## src/rtl/viewport_fetch.sv

```systemverilog
// Scrolling-background fetcher: scan pixel -> camera-relative ROM address -> colour.
// Fixed latency of ROM_LAT+3 cycles, one pixel per clock, no stalls.
module viewport_fetch #(
    parameter int IMG_W   = 640,
    parameter int IMG_H   = 480,
    parameter int SCR_W   = 640,
    parameter int SCR_H   = 480,
    parameter int X_W     = 10,
    parameter int Y_W     = 9,
    parameter int ADDR_W  = 19,
    parameter int COLOR_W = 16,
    parameter int ROM_LAT = 1,
    parameter logic [COLOR_W-1:0] BORDER = 16'hFFFF
) (
    input  logic               clk,
    input  logic               rst,
    input  logic               frame_start,
    input  logic               pix_valid,
    input  logic [X_W-1:0]     cx,
    input  logic [Y_W-1:0]     cy,
    input  logic [X_W-1:0]     posX,
    input  logic [Y_W-1:0]     posY,
    input  logic               wrap,
    output logic [ADDR_W-1:0]  rom_addr,
    input  logic [COLOR_W-1:0] rom_data,
    output logic [COLOR_W-1:0] ocolor,
    output logic               ocolor_valid
);

    localparam int SXW = X_W + 2;
    localparam int SYW = Y_W + 2;
    localparam logic signed [SXW-1:0] HALF_W = SXW'(SCR_W / 2);
    localparam logic signed [SYW-1:0] HALF_H = SYW'(SCR_H / 2);
    localparam logic signed [SXW-1:0] IMG_WS = SXW'(IMG_W);
    localparam logic signed [SYW-1:0] IMG_HS = SYW'(IMG_H);

    logic [X_W-1:0]     cam_x_q, cam_x_d;
    logic [Y_W-1:0]     cam_y_q, cam_y_d;
    logic               wrap_q, wrap_d;
    logic [SXW-1:0]     sx_q, sx_d;
    logic [SYW-1:0]     sy_q, sy_d;
    logic               v0_q, in0_q, inside_d;
    logic               v1_q, in1_q;
    logic [ROM_LAT-1:0] vpipe_q, ipipe_q;
    logic [ADDR_W-1:0]  rom_addr_q, addr_d;
    logic [COLOR_W-1:0] ocolor_q;
    logic               ocolor_valid_q;

    logic signed [SXW-1:0] sx_raw, sx_wrap;
    logic signed [SYW-1:0] sy_raw, sy_wrap;
    logic                  sx_lo, sx_hi, sy_lo, sy_hi;

    // A frame_start pixel already sees the new camera, so bypass the latch.
    always_comb begin
        cam_x_d  = frame_start ? posX : cam_x_q;
        cam_y_d  = frame_start ? posY : cam_y_q;
        wrap_d   = frame_start ? wrap : wrap_q;
        sx_raw   = $signed({2'b00, cam_x_d}) + $signed({2'b00, cx}) - HALF_W;
        sy_raw   = $signed({2'b00, cam_y_d}) + $signed({2'b00, cy}) - HALF_H;
        sx_lo    = sx_raw < 0;
        sx_hi    = sx_raw >= IMG_WS;
        sy_lo    = sy_raw < 0;
        sy_hi    = sy_raw >= IMG_HS;
        sx_wrap  = sx_lo ? sx_raw + IMG_WS : (sx_hi ? sx_raw - IMG_WS : sx_raw);
        sy_wrap  = sy_lo ? sy_raw + IMG_HS : (sy_hi ? sy_raw - IMG_HS : sy_raw);
        sx_d     = wrap_d ? sx_wrap : sx_raw;
        sy_d     = wrap_d ? sy_wrap : sy_raw;
        inside_d = wrap_d | (~sx_lo & ~sx_hi & ~sy_lo & ~sy_hi);
        addr_d   = ADDR_W'(sy_q) * ADDR_W'(IMG_W) + ADDR_W'(sx_q);
    end

    always_ff @(posedge clk or posedge rst) begin
        if (rst) begin
            cam_x_q        <= '0;
            cam_y_q        <= '0;
            wrap_q         <= 1'b0;
            sx_q           <= '0;
            sy_q           <= '0;
            v0_q           <= 1'b0;
            in0_q          <= 1'b0;
            v1_q           <= 1'b0;
            in1_q          <= 1'b0;
            vpipe_q        <= '0;
            ipipe_q        <= '0;
            rom_addr_q     <= '0;
            ocolor_q       <= '0;
            ocolor_valid_q <= 1'b0;
        end else begin
            cam_x_q    <= cam_x_d;
            cam_y_q    <= cam_y_d;
            wrap_q     <= wrap_d;
            sx_q       <= sx_d;
            sy_q       <= sy_d;
            v0_q       <= pix_valid;
            in0_q      <= inside_d;
            v1_q       <= v0_q;
            in1_q      <= in0_q;
            rom_addr_q <= in0_q ? addr_d : '0;
            vpipe_q[0] <= v1_q;
            ipipe_q[0] <= in1_q;
            for (int i = 1; i < ROM_LAT; i++) begin
                vpipe_q[i] <= vpipe_q[i-1];
                ipipe_q[i] <= ipipe_q[i-1];
            end
            if (vpipe_q[ROM_LAT-1]) begin
                ocolor_q <= ipipe_q[ROM_LAT-1] ? rom_data : BORDER;
            end
            ocolor_valid_q <= vpipe_q[ROM_LAT-1];
        end
    end

    assign rom_addr     = rom_addr_q;
    assign ocolor       = ocolor_q;
    assign ocolor_valid = ocolor_valid_q;

endmodule

```

## config.mk

```make
export PLATFORM = sky130hd
export DESIGN_NAME = viewport_fetch
export DESIGN_NICKNAME = d
export VERILOG_FILES = /design/src/rtl/viewport_fetch.sv
export SDC_FILE = /design/constraint.sdc
export NUM_CORES = 1
export LEC_CHECK = 0
export ABC_AREA = 1
export CORE_MARGIN = 5
export CORE_UTILIZATION = 29
export CTS_CLUSTER_DIAMETER = 60
export DETAILED_ROUTE_END_ITERATION = 7
export GPL_ROUTABILITY_DRIVEN = 0
export PLACE_DENSITY = 0.6
export SLEW_MARGIN = 5
export SYNTH_ARGS = -nofsm -noshare
export SYNTH_HDL_FRONTEND = slang
export SYNTH_SLANG_ARGS = --single-unit
```

## constraint.sdc

```tcl
create_clock -name clk -period 8 [get_ports clk]
set_input_delay 1.2 -clock clk [delete_from_list [all_inputs] [get_ports clk]]
set_output_delay 1.2 -clock clk [all_outputs]
set_load 0.02 [all_outputs]
```

==> report_table.html <==
<table>
<tr><th>Metric</th><th>Value</th></tr>
<tr><th colspan="2">Timing</th></tr>
<tr><td>Largest clock skew in the final design</td><td>0.00676 ns</td></tr>
<tr><td>Number of max-slew violations in the final report</td><td>0</td></tr>
<tr><td>Final worst path period need</td><td>4.38 ns</td></tr>
<tr><td>Measured slew at the worst slew-check pin</td><td>1.05 ns</td></tr>
<tr><td>Total setup violations reported at the end of the flow</td><td>0</td></tr>
<tr><td>Sum Neg Setup Slack</td><td>0 ns</td></tr>
<tr><td>Highest clock frequency the design can meet</td><td>228 MHz</td></tr>
<tr><td>Count of final hold-check violations</td><td>0</td></tr>
<tr><td>Worst max-slew margin expressed relative to the limit</td><td>29.9%</td></tr>
<tr><td>Unrepaired setup endpoints after global routing</td><td>false</td></tr>
<tr><td>Final critical-path share of the clock period</td><td>54.8%</td></tr>
<tr><th colspan="2">Critical path</th></tr>
<tr><td>Critical path cell sequence</td><td>clkdlybuf4s50_1 -&gt; buf_4 -&gt; mux2_2 -&gt; ha_1 -&gt; ha_1 -&gt; inv_1 -&gt; fa_1 -&gt; nand3b_1 -&gt; nand2_1 -&gt; nand2_1 -&gt; nand2_1 -&gt; nand2_1 -&gt; nand2_1 -&gt; inv_1 -&gt; ha_1 -&gt; or2_0 -&gt; nand2_1 -&gt; nand2_1 -&gt; nand2_1 -&gt; nand2_1</td></tr>
<tr><td>Required time at the endpoint of the critical path</td><td>8.23 ns</td></tr>
<tr><td>Delay of the slowest cell on the worst path</td><td>0.45 ns</td></tr>
<tr><td>Library cell contributing the largest single delay on the critical path</td><td>sky130_fd_sc_hd__clkdlybuf4s50_1</td></tr>
<tr><td>Kind of launch point of the worst setup path</td><td>primary input</td></tr>
<tr><td>Worst path most repeated cell</td><td>sky130_fd_sc_hd__nand2_1</td></tr>
<tr><td>Worst setup EP type</td><td>flop</td></tr>
<tr><td>Peak fanout along the critical path</td><td>26</td></tr>
<tr><td>Data arrival time of the critical path</td><td>4.61 ns</td></tr>
<tr><td>Path type of the worst setup path</td><td>in -&gt; reg</td></tr>
<tr><th colspan="2">Logic synthesis</th></tr>
<tr><td>Library cells used by synthesis</td><td>36</td></tr>
<tr><td>Total nets after synthesis</td><td>750</td></tr>
<tr><td>Prevailing post-synth register cell</td><td>sky130_fd_sc_hd__dfrtp_1</td></tr>
<tr><td>Number of storage elements in the synthesis netlist</td><td>85</td></tr>
<tr><td>Average size of a mapped cell</td><td>8.39 µm²</td></tr>
<tr><td>Fraction of synthesized cell area taken by the top area cell type</td><td>40.6%</td></tr>
<tr><td>Instance count of the mapped netlist</td><td>624</td></tr>
<tr><td>Number of enable-type register cells in the synthesized netlist</td><td>0</td></tr>
<tr><td>Fraction of the yosys area taken by sequential cells</td><td>40.6%</td></tr>
<tr><td>Largest cells by area after synthesis</td><td>sky130_fd_sc_hd__dfrtp_1 (41%), sky130_fd_sc_hd__ha_1 (15%), sky130_fd_sc_hd__nand2_1 (9.8%)</td></tr>
<tr><td>Cell type with the largest total area after synthesis</td><td>sky130_fd_sc_hd__dfrtp_1</td></tr>
<tr><td>Count of synthesis-stage warnings from yosys</td><td>0</td></tr>
<tr><td>Share of flip-flops with an asynchronous set or reset after synthesis</td><td>100%</td></tr>
<tr><td>Area of the mapped netlist</td><td>5230 µm²</td></tr>
<tr><th colspan="2">Global route</th></tr>
<tr><td>Vias in the first global route</td><td>3,889</td></tr>
<tr><td>Largest net degree at the start of global routing</td><td>86</td></tr>
<tr><td>Sum of overflow across all layers after global routing</td><td>0</td></tr>
<tr><td>Global-route wire length before repair</td><td>18,100 µm</td></tr>
<tr><td>All-Layer GR Usage</td><td>10.7%</td></tr>
<tr><td>Number of antenna violations at the first check in global routing</td><td>0</td></tr>
<tr><th colspan="2">Layout</th></tr>
<tr><td>Highest-count cells in the layout ignoring fill and taps</td><td>sky130_fd_sc_hd__nand2_1 (137), sky130_fd_sc_hd__inv_1 (98), sky130_fd_sc_hd__clkdlybuf4s50_1 (94)</td></tr>
<tr><td>Count of placed standard cells in the final layout, fillers left out</td><td>956</td></tr>
<tr><td>Diodes inserted</td><td>0</td></tr>
<tr><td>Utilization after layout</td><td>37.7%</td></tr>
<tr><td>Share of layout cells above drive strength 1</td><td>7.15%</td></tr>
<tr><td>Area growth from synthesis to final layout</td><td>28.6%</td></tr>
<tr><td>Most common cell after layout, fill and taps aside</td><td>sky130_fd_sc_hd__nand2_1</td></tr>
<tr><td>Final layout net count</td><td>848</td></tr>
<tr><td>Fillcell total</td><td>1,827</td></tr>
<tr><th colspan="2">Floorplan</th></tr>
<tr><td>Rows</td><td>49</td></tr>
<tr><td>Die Span X</td><td>144 µm</td></tr>
<tr><td>Count of boundary I/O pins</td><td>95</td></tr>
<tr><td>Starting utilization of the core area</td><td>29.3%</td></tr>
<tr><td>Standard cell core area</td><td>17,800 µm²</td></tr>
<tr><td>Total die area</td><td>20,800 µm²</td></tr>
<tr><td>Die Ht</td><td>144 µm</td></tr>
<tr><th colspan="2">Run status</th></tr>
<tr><td>Status</td><td>finished clean</td></tr>
<tr><th colspan="2">Route</th></tr>
<tr><td>Via Count</td><td>4,057</td></tr>
<tr><td>Number of design rule violations left after detail routing</td><td>0</td></tr>
<tr><td>DR vias/cell</td><td>4.24</td></tr>
<tr><td>First-pass iteration count of the detailed router</td><td>4</td></tr>
<tr><td>Total wire length after detailed routing</td><td>10,600 µm</td></tr>
<tr><td>Antenna violation net count after detailed routing</td><td>0</td></tr>
<tr><td>Count of routing violations after the opening detailed-route iteration</td><td>119</td></tr>
<tr><td>Detail-routed net length per standard cell</td><td>11.1 µm</td></tr>
<tr><th colspan="2">CTS</th></tr>
<tr><td>CTS H-tree depth</td><td>3</td></tr>
<tr><td>Clock buffer count from CTS</td><td>9</td></tr>
<tr><td>Worst-path clk slew</td><td>0.06 ns</td></tr>
<tr><td>Worst-case clock buffer depth</td><td>2</td></tr>
<tr><td>Number of clock sinks seen by CTS</td><td>85</td></tr>
<tr><td>Number of setup buffers added after CTS</td><td>0</td></tr>
<tr><td>Insertion delay to the later sink of the worst-skew pair</td><td>0.34 ns</td></tr>
<tr><td>Hold-fix buffer count after cts</td><td>0</td></tr>
<tr><td># resized after CTS</td><td>0</td></tr>
<tr><td>Root buffer cell</td><td>sky130_fd_sc_hd__clkbuf_16</td></tr>
<tr><td>TritonCTS clock tree</td><td>yes</td></tr>
<tr><th colspan="2">Power and ir drop</th></tr>
<tr><td>Leakage Power</td><td>3.42 nW</td></tr>
<tr><td>Maximum resistive drop on vdd</td><td>0.156 mV</td></tr>
<tr><td>Power density cells</td><td>302 nW/µm²</td></tr>
<tr><th colspan="2">Placement</th></tr>
<tr><td>Detail Placement HPWL</td><td>8260 µm</td></tr>
<tr><td>Post-Place Cells</td><td>940</td></tr>
<tr><td>Number of buffers added on ports</td><td>94</td></tr>
<tr><th colspan="2">Hold path</th></tr>
<tr><td>Hold Crit Class</td><td>reg -&gt; reg</td></tr>
<tr><th colspan="2">Flow run</th></tr>
<tr><td>Number of max-capacitance violations reported</td><td>0</td></tr>
</table>
-- critical path: cells and delay by family --
kind	cells	cell delay, ns
fa+ha+maj	4	1.02
buf+inv	4	0.87
mux	1	0.39
simple gates	11	1.13
-- area by class of cell --
class                      count  area [µm²]  share of cell area (%)
multi-input combinational    427        2680                    39.9
sequential                    85        2130                    31.6
timing repair buffer          97         963                    14.3
inverter                     102         384                    5.71
tap                          229         287                    4.26
clock buffer                  11         253                    3.75
clock inverter                 5        35.0                   0.520
-- where the power goes --
group | total, W | internal [W] | switching, W | leakage [nW]
registers | 0.000589 | 0.000541 | 0.0000479 | 0.988
logic | 0.00105 | 0.000429 | 0.000616 | 2.29
clock network | 0.000396 | 0.000227 | 0.000169 | 0.141
total | 0.00203 | 0.00120 | 0.000833 | 3.42
-- through the flow --
stage               cell area, µm²  hold slack (ns)  power (W)  worst slack, ns
finish                        6730            0.348    0.00203             3.62
global route                  6730            0.358    0.00224             3.32
CTS                           6730            0.350    0.00206             3.63
detailed placement            6440            0.335    0.00165             3.27
global placement              6440            0.332    0.00164             3.34
floorplan                     5230            0.331    0.00136             3.74
-- sequential cells by signal (all words and copies together) (netlist names), 9 cells and up --
signal,flops
cam_y_q,9
rom_addr,19
sy_q,11
ocolor,16
sx_q,12
cam_x_q,10
-- Yosys cell counts (4+ instances only) --
master and number:
sky130_fd_sc_hd__xnor2_1 6, sky130_fd_sc_hd__clkbuf_1 7, sky130_fd_sc_hd__nand3_1 28, sky130_fd_sc_hd__xor2_1 8, sky130_fd_sc_hd__nand2_1 137, sky130_fd_sc_hd__fa_1 4, sky130_fd_sc_hd__dfrtp_1 85, sky130_fd_sc_hd__o21ai_0 26
sky130_fd_sc_hd__inv_1 99, sky130_fd_sc_hd__nor3_1 4, sky130_fd_sc_hd__nand4_1 13, sky130_fd_sc_hd__ha_1 63, sky130_fd_sc_hd__a21oi_1 42, sky130_fd_sc_hd__nor2_1 51, sky130_fd_sc_hd__nand3b_1 4, sky130_fd_sc_hd__mux2_2 14
-- cells by family after synthesis --
kind of cell	Yosys count	share of synthesized area, %
adders and majority gates	67	16.6
DFF	85	40.6
and+or+nand+nor	253	21.2
muxes	14	3.01
AOI/OAI and AO/OA	78	7.84
xor gates and xnor gates	15	2.65
buffers and inverters	112	8.08
-- final timing paths --
path                                      startpoint                      to  slack [ns]  depth (start not counted)
worst max-delay path                     frame_start       sx_q[9]$_DFF_PP0_        3.62                         20
worst min-delay path                 in1_q$_DFF_PP0_       ipipe_q$_DFF_PP0_        0.35                          0
worst max register to register  cam_x_q[1]$_DFF_PP0_       sx_q[9]$_DFF_PP0_        4.97                         18
worst min register to register       in1_q$_DFF_PP0_       ipipe_q$_DFF_PP0_        0.35                          0
max in group asynchronous                        rst      sy_q[10]$_DFF_PP0_        5.81                          3
min in group asynchronous                        rst  ocolor[14]$_DFFE_PP0P_        1.51                          3
-- per-layer routing --
metal | routed length, µm | up-vias | global-route usage, %
met5 | 0 | - | 0
met4 | 75 | 0 | 2.41
met3 | 669 | 7 | 3.80
met2 | 4410 | 83 | 16.1
met1 | 5410 | 1759 | 14.8
li1 | - | 2208 | -
Power figures use the tool's default switching activity.
